$ cat src/rtl/code83_scan_encoder_pkg.sv
// Shared definitions for the 8-to-3 scan encoder slice: widths and FSM states.
package code83_scan_encoder_pkg;

  localparam int DATAWIDTH_SELECTOR_DEF = 3;
  localparam int DATAWIDTH_DATA_DEF     = 2 ** DATAWIDTH_SELECTOR_DEF;

  typedef enum logic [1:0] {
    IDLE    = 2'd0,
    SCAN    = 2'd1,
    PRESENT = 2'd2,
    DONE    = 2'd3
  } scan_state_t;

endpackage

$ cat src/rtl/code83_scan_encoder_if.sv
// Load/ack handshake and result bus between occupancy logic and the row-select consumer.
interface code83_scan_encoder_if
  import code83_scan_encoder_pkg::*;
#(
  parameter int DATAWIDTH_SELECTOR = DATAWIDTH_SELECTOR_DEF,
  parameter int DATAWIDTH_DATA     = DATAWIDTH_DATA_DEF
);

  logic [DATAWIDTH_DATA-1:0]     CODE83SCAN_Data_In;
  logic                          CODE83SCAN_Load_In;
  logic                          CODE83SCAN_Ack_In;
  logic [DATAWIDTH_SELECTOR-1:0] CODE83SCAN_Select_Out;
  logic                          CODE83SCAN_Valid_Out;
  logic                          CODE83SCAN_Busy_Out;
  logic                          CODE83SCAN_Done_Out;
  logic [DATAWIDTH_SELECTOR:0]   CODE83SCAN_Count_Out;

  // Requester / consumer side.
  modport master (
    output CODE83SCAN_Data_In, CODE83SCAN_Load_In, CODE83SCAN_Ack_In,
    input  CODE83SCAN_Select_Out, CODE83SCAN_Valid_Out, CODE83SCAN_Busy_Out,
           CODE83SCAN_Done_Out, CODE83SCAN_Count_Out
  );

  // Encoder side.
  modport slave (
    input  CODE83SCAN_Data_In, CODE83SCAN_Load_In, CODE83SCAN_Ack_In,
    output CODE83SCAN_Select_Out, CODE83SCAN_Valid_Out, CODE83SCAN_Busy_Out,
           CODE83SCAN_Done_Out, CODE83SCAN_Count_Out
  );

endinterface

$ cat src/rtl/code38_decoder.sv
// 3-to-8 one-hot row decoder: index 0 selects the MSB, index 7 selects bit 0.
module code38_decoder
  import code83_scan_encoder_pkg::*;
#(
  parameter int DATAWIDTH_SELECTOR = DATAWIDTH_SELECTOR_DEF,
  parameter int DATAWIDTH_DATA     = DATAWIDTH_DATA_DEF
) (
  input  logic [DATAWIDTH_SELECTOR-1:0] sel,
  output logic [DATAWIDTH_DATA-1:0]     onehot
);

  // Shift a single MSB marker right by the index.
  always_comb begin
    onehot = {1'b1, {(DATAWIDTH_DATA-1){1'b0}}} >> sel;
  end

endmodule

$ cat src/rtl/code83_scan_encoder_priority.sv
// Priority encoder with the decoder's mapping: highest set bit yields the lowest index.
module code83_priority
  import code83_scan_encoder_pkg::*;
#(
  parameter int DATAWIDTH_SELECTOR = DATAWIDTH_SELECTOR_DEF,
  parameter int DATAWIDTH_DATA     = DATAWIDTH_DATA_DEF
) (
  input  logic [DATAWIDTH_DATA-1:0]     vec,
  output logic [DATAWIDTH_SELECTOR-1:0] index,
  output logic                          any_set
);

  // Walk upward so the highest set bit is the last (winning) assignment.
  always_comb begin
    index   = '0;
    any_set = |vec;
    for (int i = 0; i < DATAWIDTH_DATA; i++) begin
      if (vec[i]) index = DATAWIDTH_SELECTOR'(DATAWIDTH_DATA - 1 - i);
    end
  end

endmodule

$ cat src/rtl/code83_scan_encoder.sv
// Sequential scan encoder: captures a multi-hot vector and hands out the index
// of every set bit, one per ack, in increasing index order.
module code83_scan_encoder
  import code83_scan_encoder_pkg::*;
#(
  parameter int DATAWIDTH_SELECTOR = DATAWIDTH_SELECTOR_DEF,
  parameter int DATAWIDTH_DATA     = DATAWIDTH_DATA_DEF
) (
  input  logic                 CODE83SCAN_CLOCK_50,
  input  logic                 CODE83SCAN_RESET_InHigh,
  code83_scan_encoder_if.slave bus
);

  localparam int CNT_W = DATAWIDTH_SELECTOR + 1;

  scan_state_t                   state_q, state_d;
  logic [DATAWIDTH_DATA-1:0]     shadow_q, shadow_d;
  logic [DATAWIDTH_SELECTOR-1:0] select_q, select_d;
  logic                          valid_q, valid_d;
  logic                          busy_q, done_q;
  logic [CNT_W-1:0]              count_q, count_d;

  logic [DATAWIDTH_DATA-1:0]     clear_mask;
  logic [DATAWIDTH_DATA-1:0]     remainder;
  logic [DATAWIDTH_DATA-1:0]     scan_vec;
  logic [DATAWIDTH_SELECTOR-1:0] pri_index;
  logic                          pri_any;
  logic [CNT_W-1:0]              popcount;

  // The same decoder the display path uses builds the mask of the presented bit.
  code38_decoder #(
    .DATAWIDTH_SELECTOR(DATAWIDTH_SELECTOR),
    .DATAWIDTH_DATA    (DATAWIDTH_DATA)
  ) u_clear_dec (
    .sel   (select_q),
    .onehot(clear_mask)
  );

  // One priority encoder serves both the first pick (SCAN) and every next pick (PRESENT).
  code83_priority #(
    .DATAWIDTH_SELECTOR(DATAWIDTH_SELECTOR),
    .DATAWIDTH_DATA    (DATAWIDTH_DATA)
  ) u_priority (
    .vec    (scan_vec),
    .index  (pri_index),
    .any_set(pri_any)
  );

  // Operand selection for the priority encoder and popcount of the incoming vector.
  always_comb begin
    remainder = shadow_q & ~clear_mask;
    scan_vec  = (state_q == PRESENT) ? remainder : shadow_q;
    popcount  = '0;
    for (int i = 0; i < DATAWIDTH_DATA; i++) begin
      popcount = popcount + CNT_W'(bus.CODE83SCAN_Data_In[i]);
    end
  end

  // Next-state and next-output logic; every output is registered from these values.
  always_comb begin
    state_d  = state_q;
    shadow_d = shadow_q;
    select_d = select_q;
    valid_d  = valid_q;
    count_d  = count_q;
    case (state_q)
      IDLE: begin
        valid_d = 1'b0;
        if (bus.CODE83SCAN_Load_In) begin
          shadow_d = bus.CODE83SCAN_Data_In;
          count_d  = popcount;
          state_d  = SCAN;
        end
      end
      SCAN: begin
        if (pri_any) begin
          select_d = pri_index;
          valid_d  = 1'b1;
          state_d  = PRESENT;
        end else begin
          state_d = DONE;
        end
      end
      PRESENT: begin
        if (bus.CODE83SCAN_Ack_In) begin
          shadow_d = remainder;
          if (pri_any) begin
            select_d = pri_index;
          end else begin
            valid_d = 1'b0;
            state_d = DONE;
          end
        end
      end
      DONE: begin
        state_d = IDLE;
      end
      default: begin
        state_d = IDLE;
      end
    endcase
  end

  // State and output registers; reset clears everything without a Done pulse.
  always_ff @(posedge CODE83SCAN_CLOCK_50) begin
    if (CODE83SCAN_RESET_InHigh) begin
      state_q  <= IDLE;
      shadow_q <= '0;
      select_q <= '0;
      valid_q  <= 1'b0;
      busy_q   <= 1'b0;
      done_q   <= 1'b0;
      count_q  <= '0;
    end else begin
      state_q  <= state_d;
      shadow_q <= shadow_d;
      select_q <= select_d;
      valid_q  <= valid_d;
      busy_q   <= (state_d != IDLE);
      done_q   <= (state_d == DONE);
      count_q  <= count_d;
    end
  end

  assign bus.CODE83SCAN_Select_Out = select_q;
  assign bus.CODE83SCAN_Valid_Out  = valid_q;
  assign bus.CODE83SCAN_Busy_Out   = busy_q;
  assign bus.CODE83SCAN_Done_Out   = done_q;
  assign bus.CODE83SCAN_Count_Out  = count_q;

endmodule

$ cat src/flat_wrapper.sv
// flat-port wrapper written by rule: the top's interface ports become plain ports
module code83_scan_encoder_flat import code83_scan_encoder_pkg::*;
#(
  parameter int DATAWIDTH_SELECTOR = DATAWIDTH_SELECTOR_DEF,
  parameter int DATAWIDTH_DATA     = DATAWIDTH_DATA_DEF
)
  (CODE83SCAN_CLOCK_50, CODE83SCAN_RESET_InHigh, bus_CODE83SCAN_Data_In, bus_CODE83SCAN_Load_In, bus_CODE83SCAN_Ack_In, bus_CODE83SCAN_Select_Out, bus_CODE83SCAN_Valid_Out, bus_CODE83SCAN_Busy_Out, bus_CODE83SCAN_Done_Out, bus_CODE83SCAN_Count_Out);
  code83_scan_encoder_if #(.DATAWIDTH_SELECTOR(DATAWIDTH_SELECTOR), .DATAWIDTH_DATA(DATAWIDTH_DATA)) bus_i ();
  input  logic CODE83SCAN_CLOCK_50;
  input  logic CODE83SCAN_RESET_InHigh;
  input wire logic [$bits(bus_i.CODE83SCAN_Data_In)-1:0] bus_CODE83SCAN_Data_In;
  input wire logic [$bits(bus_i.CODE83SCAN_Load_In)-1:0] bus_CODE83SCAN_Load_In;
  input wire logic [$bits(bus_i.CODE83SCAN_Ack_In)-1:0] bus_CODE83SCAN_Ack_In;
  output wire logic [$bits(bus_i.CODE83SCAN_Select_Out)-1:0] bus_CODE83SCAN_Select_Out;
  output wire logic [$bits(bus_i.CODE83SCAN_Valid_Out)-1:0] bus_CODE83SCAN_Valid_Out;
  output wire logic [$bits(bus_i.CODE83SCAN_Busy_Out)-1:0] bus_CODE83SCAN_Busy_Out;
  output wire logic [$bits(bus_i.CODE83SCAN_Done_Out)-1:0] bus_CODE83SCAN_Done_Out;
  output wire logic [$bits(bus_i.CODE83SCAN_Count_Out)-1:0] bus_CODE83SCAN_Count_Out;
  assign bus_i.CODE83SCAN_Data_In = bus_CODE83SCAN_Data_In;
  assign bus_i.CODE83SCAN_Load_In = bus_CODE83SCAN_Load_In;
  assign bus_i.CODE83SCAN_Ack_In = bus_CODE83SCAN_Ack_In;
  assign bus_CODE83SCAN_Select_Out = bus_i.CODE83SCAN_Select_Out;
  assign bus_CODE83SCAN_Valid_Out = bus_i.CODE83SCAN_Valid_Out;
  assign bus_CODE83SCAN_Busy_Out = bus_i.CODE83SCAN_Busy_Out;
  assign bus_CODE83SCAN_Done_Out = bus_i.CODE83SCAN_Done_Out;
  assign bus_CODE83SCAN_Count_Out = bus_i.CODE83SCAN_Count_Out;
  code83_scan_encoder #(.DATAWIDTH_SELECTOR(DATAWIDTH_SELECTOR), .DATAWIDTH_DATA(DATAWIDTH_DATA)) u_core (.CODE83SCAN_CLOCK_50(CODE83SCAN_CLOCK_50), .CODE83SCAN_RESET_InHigh(CODE83SCAN_RESET_InHigh), .bus(bus_i));
endmodule
$ cat config.mk
export PLATFORM = sky130hd
export DESIGN_NAME = code83_scan_encoder_flat
export DESIGN_NICKNAME = d
export VERILOG_FILES = /design/src/rtl/code83_scan_encoder_pkg.sv /design/src/rtl/code83_scan_encoder_if.sv /design/src/rtl/code38_decoder.sv /design/src/rtl/code83_scan_encoder_priority.sv /design/src/rtl/code83_scan_encoder.sv /design/src/flat_wrapper.sv
export SDC_FILE = /design/constraint.sdc
export NUM_CORES = 1
export LEC_CHECK = 0
export BUFFER_PORTS_ARGS = -buffer_cell sky130_fd_sc_hd__buf_4
export CAP_MARGIN = 20
export CORE_UTILIZATION = 50
export CTS_CLUSTER_SIZE = 40
export DETAILED_ROUTE_END_ITERATION = 8
export PLACE_DENSITY_LB_ADDON = 0.15
export SLEW_MARGIN = 20
export SYNTH_ARGS = -nofsm -noshare
export SYNTH_HDL_FRONTEND = slang
export SYNTH_HIERARCHICAL = 1
export SYNTH_SLANG_ARGS = --single-unit
$ cat constraint.sdc
create_clock -name CODE83SCAN_CLOCK_50 -period 2.87 [get_ports CODE83SCAN_CLOCK_50]
set_input_delay 0.574 -clock CODE83SCAN_CLOCK_50 [delete_from_list [all_inputs] [get_ports CODE83SCAN_CLOCK_50]]
set_output_delay 0.574 -clock CODE83SCAN_CLOCK_50 [all_outputs]
set_load 0.05 [all_outputs]
[Word level (Yosys, flattened, before mapping)]
Index checks and enable logic that the tools add are counted.
Storage, ports and cells
  register bits after elaboration: 20
  latch bits: 0
  bits in writable memories: 0
  ROM bits: 0
  input port bits: 12
  output and inout port bits: 10
  logic and storage cells: 59
  memories kept: 0
Operators by class
  add/subtract/negate cells: 7
  multipliers: 0
  divide/modulo/power cells: 0
  magnitude comparators: 0
  equality and inequality tests: 8
  shift-type cells: 1
  muxes and demuxes: 24
  bitwise logic cells: 2
  reductions and logical operators: 10
Operators with widths (count)
  two-way mux 3 bit: 10
  adder 4 x 1 -> 4 bit: 6
  two-way mux 8 bit: 3
  case mux 8 bit (2 select lines): 1
  AND 8 bit: 1
  inverter 8 bit: 1
  case mux 2 bit (4 select lines): 1
  OR reduction 8 bit: 1
  right shift 8 x 3 -> 8 bit (first input constant): 1
  == test 2 bit (second input constant): 3
  two-way mux 2 bit: 3
  != test 2 bit (second input constant): 3
  case mux 3 bit (2 select lines): 1
  nonzero test 2 bit: 3
  two-way mux 1 bit: 4
  AND reduction 2 bit: 2
  AND reduction 4 bit: 1
  case mux 1 bit (3 select lines): 1
  AND reduction 3 bit: 1
  nonzero test 3 bit: 1
  adder 1 x 1 -> 2 bit: 1
  == test 2 x 1 -> 1 bit (second input constant): 1
  zero test 2 bit: 1
  != test 2 x 1 -> 1 bit (second input constant): 1

[Depth between registers and ports, before layout]
Gate-level depths: netlist (run 1).
  word-level depth: 15
  mapped depth: 11
  gate-level depth less buffers: 11

[By module]
Netlist (run 1), hierarchy kept.
By module, submodules not included
  code83_scan_encoder: times used 1, cells each 140, area an instance 1177.4 µm², sequential area each 400.4 µm²
  code83_priority: times used 1, cells each 13, area an instance 81.3 µm², sequential area each 0.0 µm²
  code38_decoder: times used 1, cells each 8, area an instance 65.1 µm², sequential area each 0.0 µm²

[Least setup slack after synthesis (run 1)]
OpenSTA, ideal clock, no wires.
  kind: input -> register
  from: in bus_CODE83SCAN_Data_In[0]
  to: reg u_core.count_q[2], in the netlist u_core/bus.CODE83SCAN_Count_Out[2]
  setup time: 0.070 ns
  data arrival time: 2.941 ns
  slack: -0.141 ns
  cell stages on the path: 11
  path buffers: 0
  cell sequence: fa_1 > inv_1 > fa_1 > fa_1 > inv_1 > ha_1 > inv_1 > fa_1 > xnor2_1 > nand2_1 > a21oi_1
On the way
  longest elaborated chain between the ends: 7
RTL lines
  start, declared: RTL line flat_wrapper.sv:11  | input wire logic [$bits(bus_i.CODE83SCAN_Data_In)-1:0] bus_CODE83SCAN_Data_In;
  adder 1 x 1 -> 2 bit: RTL line code83_scan_encoder.sv:55  | popcount = popcount + CNT_W'(bus.CODE83SCAN_Data_In[i]);
  adder 4 x 1 -> 4 bit (6 in a row): RTL line code83_scan_encoder.sv:55
  end signal, assigned: RTL line code83_scan_encoder.sv:121  | count_q <= count_d;
  end, declared: RTL line code83_scan_encoder.sv:21  | logic [CNT_W-1:0] count_q, count_d;
No other way between the ends.
A chain may end at the register's enable or synchronous reset.

[Worst setup path in the final report (run 1)]
  from: in bus_CODE83SCAN_Data_In[0]
  to: reg u_core.count_q[1], in the netlist u_core/bus.CODE83SCAN_Count_Out[1]
The elaborated chain is that of the path after synthesis.

==> results of run 1 <==
-- registers in the layout, summed over array words and instances (netlist names) --
signal	flops
u_core/bus.CODE83SCAN_Valid_Out	1
u_core/bus.CODE83SCAN_Busy_Out	1
u_core/bus.CODE83SCAN_Done_Out	1
u_core/bus.CODE83SCAN_Count_Out	4
u_core/state_q	2
u_core/bus.CODE83SCAN_Select_Out	3
u_core/shadow_q	8
-- cell usage after synthesis --
library cell and instances:
mux2i_2 1, and3b_2 3, o21ai_1 8, mux2i_1 4, o31a_1 1, o21ai_0 2, nor2b_1 1, o41ai_1 1
a21boi_1 1, nand3_1 2, clkbuf_2 1, nor2_1 6, nand2b_2 1, and3b_1 1, and4bb_1 1, inv_1 15
nor4_2 1, a211o_1 1, nand2b_1 14, clkbuf_1 3, and2_1 1, nor3b_1 3, dfxtp_1 20, nand2_1 22
ha_1 7, fa_1 4, xnor2_1 1, buf_6 2, inv_2 1, o21bai_1 1, and3_2 1, a31oi_1 1
a21boi_0 9, nor3_1 2, nor2b_2 1, a21oi_1 14, a21o_1 1, a211oi_1 2
-- metrics by stage --
step | hold WS (ns) | setup slack [ns] | power [uW] | cell area (um^2)
finish | 0.470 | -0.0260 | 1090 | 1560
global route | 0.480 | -0.0972 | 1170 | 1560
CTS | 0.473 | -0.0255 | 1090 | 1550
detailed placement | 0.454 | -0.388 | 916 | 1500
global placement | 0.443 | -0.310 | 898 | 1500
floorplan | 0.448 | -0.128 | 791 | 1330
-- logic make-up (layout without fill, tap and decap cells) --
| group | count (synthesis) | after routing | share of synthesized area (%) |
|---|---|---|---|
| AOI/OAI and AO/OA | 42 | 42 | 19.5 |
| xor gates and xnor gates | 1 | 1 | 0.662 |
| adders and majority gates | 11 | 11 | 12.7 |
| buffers and inverters | 22 | 44 | 7.47 |
| DFF | 20 | 20 | 30.2 |
| muxes | 5 | 5 | 4.06 |
| and+or+nand+nor | 60 | 60 | 25.4 |
-- power by group through the flow --
stage	clock [uW]	combinational (uW)	sequential, uW
6_report	171	552	371
5_1_grt	186	611	377
4_1_cts	175	547	371
3_5_place_dp	0	540	376
3_3_place_gp	0	525	373
2_1_floorplan	0	333	457
-- routing by layer --
metal | routed length [um] | share of wire [%] | vias up
met1 | 1320 | 47 | 544
met5 | 0 | 0 | -
li1 | - | - | 583
met2 | 1370 | 49 | 16
met4 | 46 | 1.6 | 0
met3 | 81 | 2.9 | 4
-- area by class of cell --
class                      count  area share (%)
clock buffer                   4            2.33
inverter                      16            3.85
multi-input combinational    119            54.0
sequential                    20            25.7
tap                           30            2.41
timing repair buffer          24            11.8
-- repair_timing --
item / 4_1_cts / 5_1_grt
pin swaps: 2 / 0
endpoints found under the setup margin: 2 / 2
endpoints found under the hold margin: 0 / 0
resized for setup: 1 / 1
buffers inserted: 2 / 0
hold buffers: 0 / 0
-- worst paths after layout --
kind                                                          end  slack [ns]  cells past startpoint
hold reg to reg   u_core/bus.CODE83SCAN_Count_Out[0]$_SDFFE_PP0P_        0.47                      2
setup reg to reg        u_core/bus.CODE83SCAN_Busy_Out$_SDFF_PP0_        0.54                      8
setup / recovery  u_core/bus.CODE83SCAN_Count_Out[1]$_SDFFE_PP0P_       -0.03                     10
hold / removal    u_core/bus.CODE83SCAN_Count_Out[0]$_SDFFE_PP0P_        0.47                      2
-- worst register-to-register path: cells and delay by family (launching register included) --
family                   cells  cell delay, ns
buffers and inverters        1            0.10
AO/OA/AOI/OAI                3            0.75
adder cells (fa/ha/maj)      1            0.32
flip-flops                   1            0.36
AND/OR/NAND/NOR              3            0.73
==> results.sh, run 1 <==
export IMPL_htreeDepth=1
export IMPL_pin_count=22
export IMPL_seq_area_frac_synth_pct=30.2
export IMPL_wl_per_cell_um=13.2
export IMPL_drtAntennaViolNets=0
export IMPL_die_area_um2=2860
export IMPL_use_met1_pct=28.5
export IMPL_worstHoldStart="u_core/bus.CODE83SCAN_Count_Out[0]$_SDFFE_PP0P_"
export IMPL_final_common_cell="buf_4"
export IMPL_final_max_slew_violation_count=0
export IMPL_fin_setup_tns_ns=-0.0401
export IMPL_multi_input_area_um2=842
export IMPL_grt_util_all_layers_pct=23.2
export IMPL_finalHoldViolCount=0
export IMPL_cts_sinks=20
export IMPL_finClkSkew_ns=0.00320
export IMPL_critical_path_max_fanout=2
export IMPL_post_dp_hpwl_mm=2.12
export IMPL_vias=1147
export IMPL_drive_above_1_share_pct=23.0
export IMPL_synth_fp_nets=184
export IMPL_fin_ws_ns=-0.0260
export IMPL_power_switching_uw=463
export IMPL_synth_area_um2=1320
export IMPL_fmaxAchievable_mhz=345
export IMPL_first_pass_iters=4
export IMPL_crit_top_cell="fa_1"
export IMPL_drt_first_iter_violations=19
export IMPL_r2r_start="u_core/state_q[0]$_SDFF_PP0_"
export IMPL_switching_share_pct=42.3
export IMPL_antenna_found_initial=0
export IMPL_start_kind="input port"
export IMPL_crit_buf_inv=4
export IMPL_cp_required_ns=3.11
export IMPL_grt_pass1_wl_mm=4.71
export IMPL_cts_buffer_depth=2
export IMPL_worstSkewPairLatency_ns=0.31
export IMPL_die_w_um=53.5
export IMPL_cap_violations=0
export IMPL_vdd_drop_max_uv=618
export IMPL_slew_headroom_pct=69.8
export IMPL_clkTransAtPathRegs_ns=0.12
export IMPL_regArea_um2=400
export IMPL_place_congestion=0.802
export IMPL_ys_types=38
export IMPL_tightestPinTransition_ns=0.450
export IMPL_start_util_pct=53.0
export IMPL_rows=18
export IMPL_violations="setup timing"
export IMPL_nFillCells=221
export IMPL_synth_area_leaders="dfxtp_1, ha_1, nand2b_1, nand2_1, fa_1"
export IMPL_grt_overflow=0
export IMPL_timing_final_crit_share_pct=101
export IMPL_intPower_uw=632
export IMPL_grt_pass1_vias=1068
export IMPL_crit_type="in2reg"
export IMPL_cellLeakagePower_uw=0.000665
export IMPL_period_needed_ns=2.90
export IMPL_placedCellCount=207
export IMPL_grt_busiest_layer="met2"
export IMPL_drt_wl_total_mm=2.82
export IMPL_cts_tree="done"
export IMPL_yosysTopAreaCell="dfxtp_1"
export IMPL_cts_root_buf="clkbuf_4"
export IMPL_crit_start="bus_CODE83SCAN_Data_In[0]"
export IMPL_status="finished, violations left"
export IMPL_die_h_um=53.5
export IMPL_cp_cell_sequence="buf_6, fa_1, inv_1, fa_1, fa_1, inv_1, ha_2, inv_2, fa_2, a211oi_2"
export IMPL_use_met2_pct=39.2
export IMPL_syn_instance_count=161
export IMPL_grt_max_degree=24
export IMPL_mostFrequentLayoutCells="buf_4, nand2_1, dfxtp_1"
export IMPL_core_area_um2=2500
export IMPL_synth_seq_cells=20
export IMPL_p_clk_share_pct=15.7
export IMPL_synthToLayoutAreaGrowth_pct=17.9
export IMPL_rsz0062_at_grt="yes"
export IMPL_syn_area_per_cell_um2=8.22
export IMPL_nNetsFinal=207
export IMPL_power_density_nw_per_um2=701
export IMPL_hold_class="reg2reg"
export IMPL_use_met3_pct=4.31
export IMPL_seq_power_share_pct=33.9
export IMPL_diodes=0
export IMPL_portBuffers=21
export IMPL_critPathCaptureType="register"
export IMPL_yosys_area_top_type_share_pct=30.2
export IMPL_crit_path_max_incr_delay_ns=0.52
export IMPL_fin_cells=213
export IMPL_cts_made_buffers=3
export IMPL_viasPerCell=5.38
export IMPL_setup_violations=2
export IMPL_cp_data_arrival_time_ns=3.14
export IMPL_critPathSlowestCell="fa_1"
export IMPL_final_util_pct=62.4
export IMPL_cpLargestDelayFamily="adder cells"
export IMPL_power_share_combinational_pct=50.5
export IMPL_ys_warn_count=6
export IMPL_drc=0
Power figures use the tool's default switching activity.
==> run 2, diff against run 1 <==
- CAP_MARGIN: 20 -> 15
- CORE_ASPECT_RATIO: unset -> 2
- SYNTH_HIERARCHICAL: 1 -> unset
==> run 2 against run 1 <==
  * The flow now finishes without violations
  * Hold slack worse by 0.011 ns
  * Die area fell by 0.67%
  * Routed wire length up 10%
  * First-iteration DRC count grew 120%
  * Sequential cell count did not move
  * Synthesized area down 1.1%
  * Via count up 6.7%
  * Largest cell class unchanged
==> results.sh, run 2 <==
export IMPL_cts_buffer_depth=2
export IMPL_synth_area_leaders="dfxtp_1, a21oi_1, ha_1, fa_1, inv_1"
export IMPL_nFillCells=226
export IMPL_critPathCaptureType="register"
export IMPL_top_register="u_core.shadow_q"
export IMPL_nNetsFinal=205
export IMPL_grt_pass1_wl_mm=4.92
export IMPL_synth_xor_xnor_area_share_pct=0.669
export IMPL_start_kind="input port"
export IMPL_fin_cells=208
export IMPL_ys_warn_count=0
export IMPL_cts_sinks=20
export IMPL_r2r_end="u_core.bus.CODE83SCAN_Busy_Out$_SDFF_PP0_"
export IMPL_synth_area_um2=1310
export IMPL_synth_compound_area_share_pct=26.7
export IMPL_start_util_pct=54.3
export IMPL_synth_commonest_cells="a21oi_1, dfxtp_1, inv_1"
export IMPL_synth_seq_cells=20
export IMPL_period_needed_ns=2.80
export IMPL_yosys_area_top_type_share_pct=30.6
export IMPL_crit_start="bus_CODE83SCAN_Data_In[1]"
export IMPL_wl_per_cell_um=14.9
export IMPL_viasPerCell=5.88
export IMPL_worstSkewPairLatency_ns=0.26
export IMPL_syn_area_per_cell_um2=8.13
export IMPL_syn_instance_count=161
export IMPL_timing_final_crit_share_pct=97.6
export IMPL_ys_types=44
export IMPL_final_util_pct=65.6
export IMPL_rows=25
export IMPL_cap_violations=0
export IMPL_cts_hold_repair_buffers=0
export IMPL_drc=0
export IMPL_synth_simple_gate_area_share_pct=19.7
export IMPL_portBuffers=21
export IMPL_slew_headroom_pct=64.3
export IMPL_cts_tree="done"
export IMPL_hold_class="reg2reg"
export IMPL_synth_edf_count=0
export IMPL_place_congestion=0.785
export IMPL_die_h_um=74.4
export IMPL_drt_first_iter_violations=41
export IMPL_mostFrequentLayoutCells="buf_4, dfxtp_1, a21oi_1"
export IMPL_crit_type="in2reg"
export IMPL_finalHoldViolCount=0
export IMPL_synthToLayoutAreaGrowth_pct=20.6
export IMPL_fmaxAchievable_mhz=357
export IMPL_cp_data_arrival_time_ns=3.00
export IMPL_setup_violations=0
export IMPL_seq_area_frac_synth_pct=30.6
export IMPL_synth_fp_nets=184
export IMPL_grt_util_all_layers_pct=23.9
export IMPL_finClkSkew_ns=0.00397
export IMPL_clkTransAtPathRegs_ns=0.08
export IMPL_cellLeakagePower_uw=0.000626
export IMPL_ys_flop_type="dfxtp_1"
export IMPL_muxShareOfSynthArea_pct=1.63
export IMPL_vias=1224
export IMPL_yosysTopAreaCell="dfxtp_1"
export IMPL_tightestPinTransition_ns=0.535
export IMPL_final_max_slew_violation_count=0
export IMPL_reg2reg_depth=7
export IMPL_rsz0062_at_grt="yes"
export IMPL_synth_fa_ha_area_share_pct=12.8
export IMPL_synth_top_family_by_area="compound AO/OA/AOI/OAI gates"
export IMPL_placedCellCount=203
export IMPL_grt_max_degree=21
export IMPL_die_w_um=38.2
export IMPL_diodes=0
export IMPL_cp_required_ns=3.07
export IMPL_crit_end="u_core.bus.CODE83SCAN_Count_Out[2]$_SDFFE_PP0P_"
export IMPL_pin_count=22
export IMPL_htreeDepth=1
export IMPL_cts_made_buffers=3
export IMPL_drive_above_1_share_pct=22.1
export IMPL_async_flop_share_pct=0
export IMPL_cts_root_buf="clkbuf_8"
export IMPL_final_common_cell="buf_4"
export IMPL_drtAntennaViolNets=0
export IMPL_largest_register_ff_count=8
export IMPL_first_pass_iters=4
export IMPL_rrSetupSlack_ns=0.45
export IMPL_status="finished clean"
export IMPL_grt_overflow=0
export IMPL_core_area_um2=2410
export IMPL_power_density_nw_per_um2=1040
export IMPL_antenna_found_initial=0
export IMPL_grt_pass1_vias=1118
export IMPL_die_area_um2=2840
export IMPL_critical_path_max_fanout=2
export IMPL_r2r_start="u_core.state_q[0]$_SDFF_PP0_"
export IMPL_vdd_drop_max_uv=580
export IMPL_drt_wl_total_mm=3.11
export IMPL_post_dp_hpwl_mm=2.31
run 2: kinds of logic (layout without fill, tap and decap cells):
kind of cell / after synthesis / count (layout)
flops: 20 / 20
mux: 2 / 2
buf+inv: 25 / 45
fa+ha+maj: 11 / 11
xor+xnor: 1 / 1
compound gates: 54 / 54
simple gates: 48 / 48
run 2: repair_timing:
| item | 4_1_cts | 5_1_grt |
|---|---|---|
| resized for setup | 0 | 6 |
| setup buffers | 0 | 1 |
| setup endpoints to repair | 0 | 1 |
run 2: final cells by class:
class                      count  area [um^2]  area share [%]
multi-input combinational    116          826            52.3
sequential                    20          400            25.4
timing repair buffer          23          180            11.4
inverter                      18         67.6            4.28
clock buffer                   3         41.3            2.61
tap                           27         33.8            2.14
clock inverter                 1         30.0            1.90
run 2: where the power goes:
group | internal [uW] | total (uW) | switching, uW
combinational | 329 | 876 | 547
clock | 186 | 281 | 94.6
sequential | 366 | 482 | 116
total | 881 | 1640 | 757
run 2: per-stage QoR:
| stage | setup WS [ns] | hold WS (ns) | cell area (um^2) | TNS (ns) | total power (uW) |
|---|---|---|---|---|---|
| finish | 0.0674 | 0.459 | 1580 | 0 | 1640 |
| floorplan | -0.0179 | 0.458 | 1310 | -0.0179 | 1130 |
| CTS | 0.0400 | 0.461 | 1550 | 0 | 1620 |
| global placement | -0.201 | 0.444 | 1470 | -0.309 | 1320 |
| global route | -0.0449 | 0.488 | 1580 | -0.0449 | 1760 |
| detailed placement | -0.215 | 0.447 | 1470 | -0.348 | 1340 |
run 2: critical path, stage by stage:
cell and delay (ns):
buf_6 0.10, ha_4 0.25, inv_2 0.03, fa_1 0.53
fa_1 0.45, fa_2 0.40, fa_2 0.35, xnor2_1 0.13
nand2_1 0.08, a21oi_2 0.11
run 2: worst min path at each step:
stage | start | to | cells past startpoint | slack, ns
floorplan | u_core.shadow_q[1]$_SDFFE_PP0P_ | u_core.shadow_q[1]$_SDFFE_PP0P_ | 2 | 0.46
global placement | u_core.bus.CODE83SCAN_Count_Out[3]$_SDFFE_PP0P_ | u_core.bus.CODE83SCAN_Count_Out[3]$_SDFFE_PP0P_ | 2 | 0.44
global route | u_core.bus.CODE83SCAN_Count_Out[3]$_SDFFE_PP0P_ | u_core.bus.CODE83SCAN_Count_Out[3]$_SDFFE_PP0P_ | 2 | 0.49
finish | u_core.bus.CODE83SCAN_Count_Out[3]$_SDFFE_PP0P_ | u_core.bus.CODE83SCAN_Count_Out[3]$_SDFFE_PP0P_ | 2 | 0.46
detailed placement | u_core.bus.CODE83SCAN_Count_Out[3]$_SDFFE_PP0P_ | u_core.bus.CODE83SCAN_Count_Out[3]$_SDFFE_PP0P_ | 2 | 0.45
CTS | u_core.bus.CODE83SCAN_Count_Out[3]$_SDFFE_PP0P_ | u_core.bus.CODE83SCAN_Count_Out[3]$_SDFFE_PP0P_ | 2 | 0.46
run 2: per-layer routing:
metal | share of wire (%) | GRT usage, % | up-vias
met3 | 3.4 | 1.79 | 4
met2 | 56 | 43.1 | 34
met5 | 0 | 0 | -
met4 | 1.1 | 9.52 | 0
li1 | - | - | 611
met1 | 39 | 27.6 | 575
==> run 3, diff against run 2 <==
- MAX_ROUTING_LAYER: unset -> met4
==> run 3 against run 2 <==
  * Hold slack better by 0.0080 ns
  * Clock skew increased by 0.0022 ns
  * Via count up 0.16%
  * Sequential power barely moved
  * Cell count decreased by 0.48%
  * Largest power group unchanged
  * Design area is 2.0% lower
  * Utilization decreased by 1.3 points
  * Register-to-register slack hardly changed
  * Sequential share of layout area up 0.51 points
==> results.sh, run 3 (synthesis gave the netlist of run 2 again) <==
export IMPL_crit_end="u_core.bus.CODE83SCAN_Count_Out[2]$_SDFFE_PP0P_"
export IMPL_rsz0062_at_grt="yes"
export IMPL_hold_class="reg2reg"
export IMPL_seq_power_share_pct=29.9
export IMPL_r2r_start="u_core.state_q[0]$_SDFF_PP0_"
export IMPL_drive_above_1_share_pct=20.0
export IMPL_final_common_cell="buf_4"
export IMPL_rows=25
export IMPL_cts_root_buf="clkbuf_8"
export IMPL_drt_first_iter_violations=26
export IMPL_largest_register_ff_count=8
export IMPL_crit_start="bus_CODE83SCAN_Data_In[0]"
export IMPL_placedCellCount=203
export IMPL_finClkSkew_ns=0.00612
export IMPL_cellLeakagePower_uw=0.000620
export IMPL_critical_path_max_fanout=2
export IMPL_viasPerCell=5.92
export IMPL_intPower_uw=873
export IMPL_mostFrequentLayoutCells="buf_4, a21oi_1, dfxtp_1"
export IMPL_cts_sinks=20
export IMPL_period_needed_ns=2.80
export IMPL_worstHoldStart="u_core.bus.CODE83SCAN_Count_Out[3]$_SDFFE_PP0P_"
export IMPL_fin_cells=207
export IMPL_critPathCaptureType="register"
export IMPL_timing_final_crit_share_pct=97.4
export IMPL_drc=0
export IMPL_diodes=0
export IMPL_slew_headroom_pct=64.4
export IMPL_critPathSlowestCell="fa_1"
export IMPL_post_dp_hpwl_mm=2.37
export IMPL_cap_violations=0
export IMPL_cp_required_ns=3.06
export IMPL_grt_pass1_vias=1165
export IMPL_fin_hold_ws_ns=0.467
export IMPL_crit_type="in2reg"
export IMPL_core_area_um2=2410
export IMPL_pin_count=22
export IMPL_crit_path_max_incr_delay_ns=0.49
export IMPL_cts_setup_buffers=0
export IMPL_vdd_drop_max_uv=580
export IMPL_synthToLayoutAreaGrowth_pct=18.3
export IMPL_status="finished clean"
export IMPL_cts_buffer_depth=2
export IMPL_cp_cell_sequence="buf_4, ha_1, inv_1, fa_1, fa_1, fa_2, fa_2, xnor2_1, nand2_1, a21oi_1"
export IMPL_portBuffers=21
export IMPL_drtAntennaViolNets=0
export IMPL_setup_violations=0
export IMPL_tightestPinTransition_ns=0.533
export IMPL_cts_tree="done"
export IMPL_power_density_nw_per_um2=1050
export IMPL_start_util_pct=54.3
export IMPL_grt_pass1_wl_mm=4.92
export IMPL_final_max_slew_violation_count=0
export IMPL_die_area_um2=2840
export IMPL_cp_data_arrival_time_ns=2.98
export IMPL_antenna_found_initial=0
export IMPL_power_share_combinational_pct=53.0
export IMPL_first_pass_iters=6
export IMPL_clkTransAtPathRegs_ns=0.07
export IMPL_vias=1226
export IMPL_cts_hold_repair_buffers=0
export IMPL_drt_wl_total_mm=3.05
export IMPL_die_w_um=38.2
export IMPL_power_switching_uw=747
export IMPL_wl_per_cell_um=14.8
export IMPL_switching_share_pct=46.1
export IMPL_start_kind="input port"
export IMPL_place_congestion=0.789
export IMPL_nNetsFinal=204
export IMPL_p_clk_share_pct=17.1
export IMPL_grt_max_degree=21
export IMPL_nFillCells=221
export IMPL_worstSkewPairLatency_ns=0.26
export IMPL_fmaxAchievable_mhz=358
export IMPL_grt_util_all_layers_pct=24.6
export IMPL_top_register="u_core.shadow_q"
export IMPL_htreeDepth=1
export IMPL_reg2reg_depth=7
export IMPL_die_h_um=74.4
export IMPL_finalHoldViolCount=0
export IMPL_rrSetupSlack_ns=0.45
export IMPL_cts_made_buffers=3
export IMPL_grt_overflow=0
export IMPL_r2r_end="u_core.bus.CODE83SCAN_Busy_Out$_SDFF_PP0_"
[run 3: cell count changes in the layout (fill, tap and decap cells not counted)]
cell,previous run,this run
buf_6,2,0
a21oi_1,19,20
a21oi_2,2,1
buf_4,21,22
ha_1,6,7
ha_4,1,0
inv_1,16,17
inv_2,1,0
[run 3: per-stage QoR]
| step | setup slack [ns] | util [%] | power (uW) | TNS [ns] | cell area (um^2) |
|---|---|---|---|---|---|
| after floorplan | -0.0179 | - | 1130 | -0.0179 | 1310 |
| after global placement | -0.198 | 61.2 | 1320 | -0.303 | 1470 |
| after detailed placement | -0.246 | 61.2 | 1340 | -0.405 | 1470 |
| after CTS | 0.0270 | 64.2 | 1620 | 0 | 1550 |
| after global routing | -0.0465 | 64.3 | 1720 | -0.0465 | 1550 |
| final | 0.0740 | 64.3 | 1620 | 0 | 1550 |
[run 3: power groups by stage]
stage	sequential, uW	combinational [uW]	clock, uW
final	484	859	277
after global placement	481	836	0
after global routing	494	938	290
after CTS	479	860	282
after floorplan	599	531	0
after detailed placement	485	857	0
[run 3: metal layers]
layer / up-vias / wire, um / track usage, %
li1: 607 / - / -
met1: 576 / 1190 / 25.3
met2: 35 / 1720 / 43.9
met3: 8 / 67 / 1.79
met4: 0 / 70 / 12.7
met5: - / 0 / -
[run 3: worst min path at each step]
stage,endpoint,slack (ns),cells past startpoint
3_3_place_gp,u_core.bus.CODE83SCAN_Count_Out[3]$_SDFFE_PP0P_,0.44,2
6_report,u_core.bus.CODE83SCAN_Count_Out[3]$_SDFFE_PP0P_,0.47,2
2_1_floorplan,u_core.shadow_q[1]$_SDFFE_PP0P_,0.46,2
4_1_cts,u_core.bus.CODE83SCAN_Count_Out[3]$_SDFFE_PP0P_,0.46,2
5_1_grt,u_core.bus.CODE83SCAN_Count_Out[3]$_SDFFE_PP0P_,0.50,2
3_5_place_dp,u_core.bus.CODE83SCAN_Count_Out[3]$_SDFFE_PP0P_,0.45,2
[run 3: critical path, delay by kind of cell]
family          cells  cell delay (ns)
buf+inv             2             0.15
compound gates      1             0.16
fa+ha+maj           5             1.89
simple gates        1             0.07
xor+xnor            1             0.13
[run 3: layout make-up]
cell class	count	area (um^2)	area share, %
Multi-Input combinational cell	116	810	52.3
Sequential cell	20	400	25.9
Tap cell	27	33.8	2.18
Timing Repair Buffer	22	165	10.7
Clock buffer	3	41.3	2.67
Clock inverter	1	30.0	1.94
Inverter	18	67.6	4.37
[run 3: repair_timing]
action / 4_1_cts / 5_1_grt
gates resized for setup: 0 / 1
endpoints found under the setup margin: 0 / 1
hold endpoints to repair: 0 / 0
